### config.mk
export PLATFORM = sky130hd
export DESIGN_NAME = button_debounce
export DESIGN_NICKNAME = d
export VERILOG_FILES = /design/src/rtl/button_pkg.sv /design/src/rtl/sync_2ff.sv /design/src/rtl/button_debounce.sv
export SDC_FILE = /design/constraint.sdc
export NUM_CORES = 1
export LEC_CHECK = 0
export ABC_CLOCK_PERIOD_IN_PS = 4300
export CAP_MARGIN = 20
export CORE_MARGIN = 8
export CORE_UTILIZATION = 49
export DETAILED_ROUTE_END_ITERATION = 6
export GPL_TIMING_DRIVEN = 0
export PLACE_DENSITY = 0.65
export REMOVE_ABC_BUFFERS = 1
export SETUP_SLACK_MARGIN = 0.4
export SLEW_MARGIN = 20
export SYNTH_ARGS = -nofsm -noshare
export SYNTH_HDL_FRONTEND = slang
export SYNTH_SLANG_ARGS = --single-unit
### constraint.sdc
create_clock -name Clk -period 4.3 [get_ports Clk]
set_clock_uncertainty 0.2 [all_clocks]
set_input_delay 0.86 -clock Clk [delete_from_list [all_inputs] [get_ports Clk]]
set_output_delay 0.86 -clock Clk [all_outputs]
set_load 0.05 [all_outputs]
### src/rtl/button_pkg.sv
// Shared types and timing constants for the push-button front end.
package button_pkg;

    typedef enum logic [1:0] {
        REL    = 2'b00,
        WAIT_P = 2'b01,
        PRS    = 2'b10,
        WAIT_R = 2'b11
    } state_t;

    localparam int unsigned CLK_HZ        = 50_000_000;
    localparam int unsigned CYCLES_PER_MS = CLK_HZ / 1000;

    // Debounce windows are usually quoted in ms; convert at elaboration time.
    function automatic int unsigned ms_to_cycles(input int unsigned ms);
        return ms * CYCLES_PER_MS;
    endfunction

endpackage

### src/rtl/sync_2ff.sv
// Two-flop resynchronizer for asynchronous switch/button inputs.
module sync_2ff #(
    parameter logic RST_VAL = 1'b0
) (
    input  logic Clk,
    input  logic Reset,
    input  logic d,
    output logic q
);

    logic r_s1;
    logic r_s2;

    always_ff @(posedge Clk) begin
        if (Reset) begin
            r_s1 <= RST_VAL;
            r_s2 <= RST_VAL;
        end else begin
            r_s1 <= d;
            r_s2 <= r_s1;
        end
    end

    assign q = r_s2;

endmodule

### src/rtl/button_debounce.sv
// Push-button debouncer: 2-flop sync followed by a stable-time qualification FSM.
module button_debounce
    import button_pkg::*;
#(
    parameter int unsigned STABLE_CYCLES = 1000000,
    parameter bit          ACTIVE_LOW    = 1'b1,
    parameter int unsigned CNT_W         = $clog2(STABLE_CYCLES + 1)
) (
    input  logic Clk,
    input  logic Reset,
    input  logic KeyRaw,
    output logic Bd,
    output logic Settling
);

    localparam logic [CNT_W-1:0] CNT_LAST = CNT_W'(STABLE_CYCLES - 1);

    logic             w_s2;
    logic             w_lvl;
    state_t           r_state;
    state_t           w_state_nxt;
    logic [CNT_W-1:0] r_cnt;
    logic [CNT_W-1:0] w_cnt_nxt;
    logic             r_bd;
    logic             r_settling;

    sync_2ff #(
        .RST_VAL (ACTIVE_LOW)
    ) u_sync (
        .Clk   (Clk),
        .Reset (Reset),
        .d     (KeyRaw),
        .q     (w_s2)
    );

    assign w_lvl = ACTIVE_LOW ? ~w_s2 : w_s2;

    // Next state; the counter defaults to zero so every state entry clears it.
    always_comb begin
        w_state_nxt = r_state;
        w_cnt_nxt   = '0;
        case (r_state)
            REL: begin
                if (w_lvl) w_state_nxt = WAIT_P;
            end
            WAIT_P: begin
                if (!w_lvl)                 w_state_nxt = REL;
                else if (r_cnt == CNT_LAST) w_state_nxt = PRS;
                else                        w_cnt_nxt   = r_cnt + CNT_W'(1);
            end
            PRS: begin
                if (!w_lvl) w_state_nxt = WAIT_R;
            end
            WAIT_R: begin
                if (w_lvl)                  w_state_nxt = PRS;
                else if (r_cnt == CNT_LAST) w_state_nxt = REL;
                else                        w_cnt_nxt   = r_cnt + CNT_W'(1);
            end
            default: w_state_nxt = REL;
        endcase
    end

    // Outputs are registered decodes of the next state, so they track r_state exactly.
    always_ff @(posedge Clk) begin
        if (Reset) begin
            r_state    <= REL;
            r_cnt      <= '0;
            r_bd       <= 1'b0;
            r_settling <= 1'b0;
        end else begin
            r_state    <= w_state_nxt;
            r_cnt      <= w_cnt_nxt;
            r_bd       <= (w_state_nxt == PRS)    || (w_state_nxt == WAIT_R);
            r_settling <= (w_state_nxt == WAIT_P) || (w_state_nxt == WAIT_R);
        end
    end

    assign Bd       = r_bd;
    assign Settling = r_settling;

endmodule

==> run_results.csv <==
group,metric,value,unit
setup_path,crit_type,"flip-flop to output port",
finish,area_delta_synth_final,9.88,%
global_route,grt_pass1_vias,803,
yosys,netlist_top_cells_area,"dfxtp_1 47%, xor2_1 6.6%, nor2_1 5.3%",
job,drv_cap,0,
yosys,synth_area_leader_cell,"dfxtp_1",
setup_path,crit_path_end,"Settling",
sta,min_period,2630,ps
sta,slew_viol_final,0,
routing,dr.first_iter.drc_count,8,
placement,hpwl,1.44,mm
global_route,grt_usage,0.104,
pwr,max-vdd-ir-drop,0.210,mV
sta,fin_setup_tns,0,ps
yosys,synth_fa_ha_area_frac,0.0118,
yosys,muxShareOfSynthArea,0,
floorplan,num_io_pins,5,
finish,instances_no_fill,153,
placement,io_buffers,4,
routing,drt_pre_antenna_iters,4,
sta,fmax,381,MHz
setup_path,rrSetupSlack,1830,ps
clock_network,path_clk_slew,130,ps
routing,ant_nets,0,
floorplan,fp.dieArea,3920,µm²
setup_path,cp_slowest_cell,"clkdlybuf4s50_1",
finish,layout-drive-gt1-share,0.0800,
yosys,synth-seq-cells,25,
global_route,grt_overflow,0,
global_route,grt_first_pass_wirelength,3.38,mm
yosys,syn-mean-instance-area,8.94,µm²
global_route,antenna_found_initial,0,
yosys,ys_top_cells_by_count,"25 x dfxtp_1, 15 x nor2_1, 9 x a21oi_1, 9 x nand3_1, 8 x xor2_1",
global_route,grt_max_degree,14,
yosys,synth_most_common_cell,"dfxtp_1",
setup_path,rr_endpoint,"r_cnt[8]",
yosys,synth_cell_types,27,
routing,drt-total-wl,1.91,mm
sta,rsz0062_at_grt,"false",
pwr,power_density,295,nW/µm²
pwr,power.total,0.344,mW
yosys,yosys.area_share.simple,0.288,
sta,setup_viol,0,
setup_path,r2r-start,"r_cnt[10]",
clock_network,postCtsResizedCells,0,
yosys,synth.yosys.seq_area_share,0.471,
clock_network,cts.path.max_buffers,2,
routing,drc,0,
yosys,synth-main-ff-cell,"dfxtp_1",
yosys,synth_warnings,0,
setup_path,rr_worst_depth,5,
clock_network,cts_tree,"yes",
yosys,synth_area,1060,µm²
clock_network,ctsHoldBuffers,0,
sta,hold_slack,237,ps
placement,gp_congestion,0.735,
routing,viasPerCell,5.65,
floorplan,core_area,2130,µm²
yosys,synth_cells,119,
run_status,status,"complete, no violations",
worst_hold_path,hold_path.class,"flip-flop to flip-flop",
yosys,synth_top_family_by_area,"simple AND/OR/NAND/NOR gates",
placement,dp_cells,149,
yosys,synth-edff-count,0,
setup_path,end_kind,"output port",
sta,final.period_utilization,0.610,
setup_path,cp_max_fo,4,
setup_path,cp_slowest_stage_delay,830,ps
finish,final_nets,130,
setup_path,cp_top_family,"buffers and inverters",
finish,n_antenna_cell,0,
sta,hold_viol,0,
routing,wl_per_cell,12.5,µm
clock_network,insertion_delay,320,ps
setup_path,worstPathArrival,1570,ps
pwr,leakagePower,0.343,nW
floorplan,fp.dieH,62.6,µm
yosys,synth-compound-area-share,0.0918,
setup_path,crit_start,"Settling",
yosys,async_flop_share,0,
setup_path,path_cells,"clkdlybuf4s50_1",
clock_network,post-cts-setup-buffers,0,
floorplan,rows,17,
clock_network,cts_buffers,3,
setup_path,cp.required,3240,ps
routing,num_vias,864,
yosys,synth_xor_xnor_area_share,0.107,
clock_network,h-tree-depth,1,
clock_network,clock-sinks,25,
yosys,yosysTopAreaCellShare,0.471,
setup_path,startpoint_type,"flip-flop",
clock_network,cts_root_buffer,"clkbuf_4",
setup_path,cp.depth,1,
setup_path,worst-path-buf-inv,1,
sta,slew_headroom,0.573,
floorplan,start_util,0.500,
sta,tightest_slew,635,ps
floorplan,chipWidth,62.6,µm
[worst min path at each step]
stage           startpoint  endpoint  slack [ps]  cells after the start
2_1_floorplan  u_sync.r_s1  u_sync.q         190                      1
3_3_place_gp   u_sync.r_s1  u_sync.q         200                      1
3_5_place_dp   u_sync.r_s1  u_sync.q         210                      1
4_1_cts        u_sync.r_s1  u_sync.q         240                      1
5_1_grt        u_sync.r_s1  u_sync.q         270                      1
6_report       u_sync.r_s1  u_sync.q         240                      1
[metrics by stage]
stage	setup WS, ps	area (µm²)	utilization
6_report	1670	1170	0.549
5_1_grt	1630	1170	0.549
4_1_cts	1670	1170	0.549
3_5_place_dp	1840	1140	0.537
3_3_place_gp	1190	1120	0.529
2_1_floorplan	1680	1050	-
[cell families after synthesis]
kind of cell / count (synthesis)
flops: 25
xor+xnor: 13
fa+ha+maj: 1
buf+inv: 8
compound gates: 17
simple gates: 55
[report_power, final]
group	internal [mW]	switching, mW
Sequential	0.233	0.000666
Combinational	0.00305	0.00253
Clock	0.0363	0.0689
Total	0.272	0.0721
[layout by cell type (no fill, tap or decap)]
cell,count
a21oi_1,9
a31o_2,1
and3_1,1
and4_1,3
buf_6,1
clkbuf_1,1
clkbuf_4,3
clkdlybuf4s50_1,4
dfxtp_1,25
ha_1,1
inv_1,5
nand2_1,5
nand3_1,9
nand3b_1,1
nand4_1,7
nor2_1,15
nor3_1,1
nor4_1,2
o2111ai_2,1
o21ai_0,4
o31ai_1,2
or2_2,2
or3_1,3
or4_1,3
or4_4,1
or4b_1,1
or4b_2,1
xnor2_1,5
xor2_1,8
[sequential cells by signal (all words and copies together), names as in the netlist]
signal and flops:
r_cnt 20, Bd 1, Settling 1, r_state 1, u_sync.q 1, u_sync.r_s1 1
[area by class of cell]
cell class / count / area [µm²]
repair buffers: 5 / 51.3
inverters: 5 / 18.8
fillers: 203 / 958
well taps: 28 / 35.0
multi-input cells: 86 / 537
flip-flops and latches: 25 / 500
clock buffers: 4 / 26.3
[metal layers]
layer / vias up / wire length [µm] / GRT usage
li1: 441 / - / -
met1: 415 / 847 / 0.111
met2: 4 / 989 / 0.186
met3: 4 / 33 / 0.0269
met4: 0 / 35 / 0.0513
met5: - / 0 / 0
(Power assumes the default switching activity.)
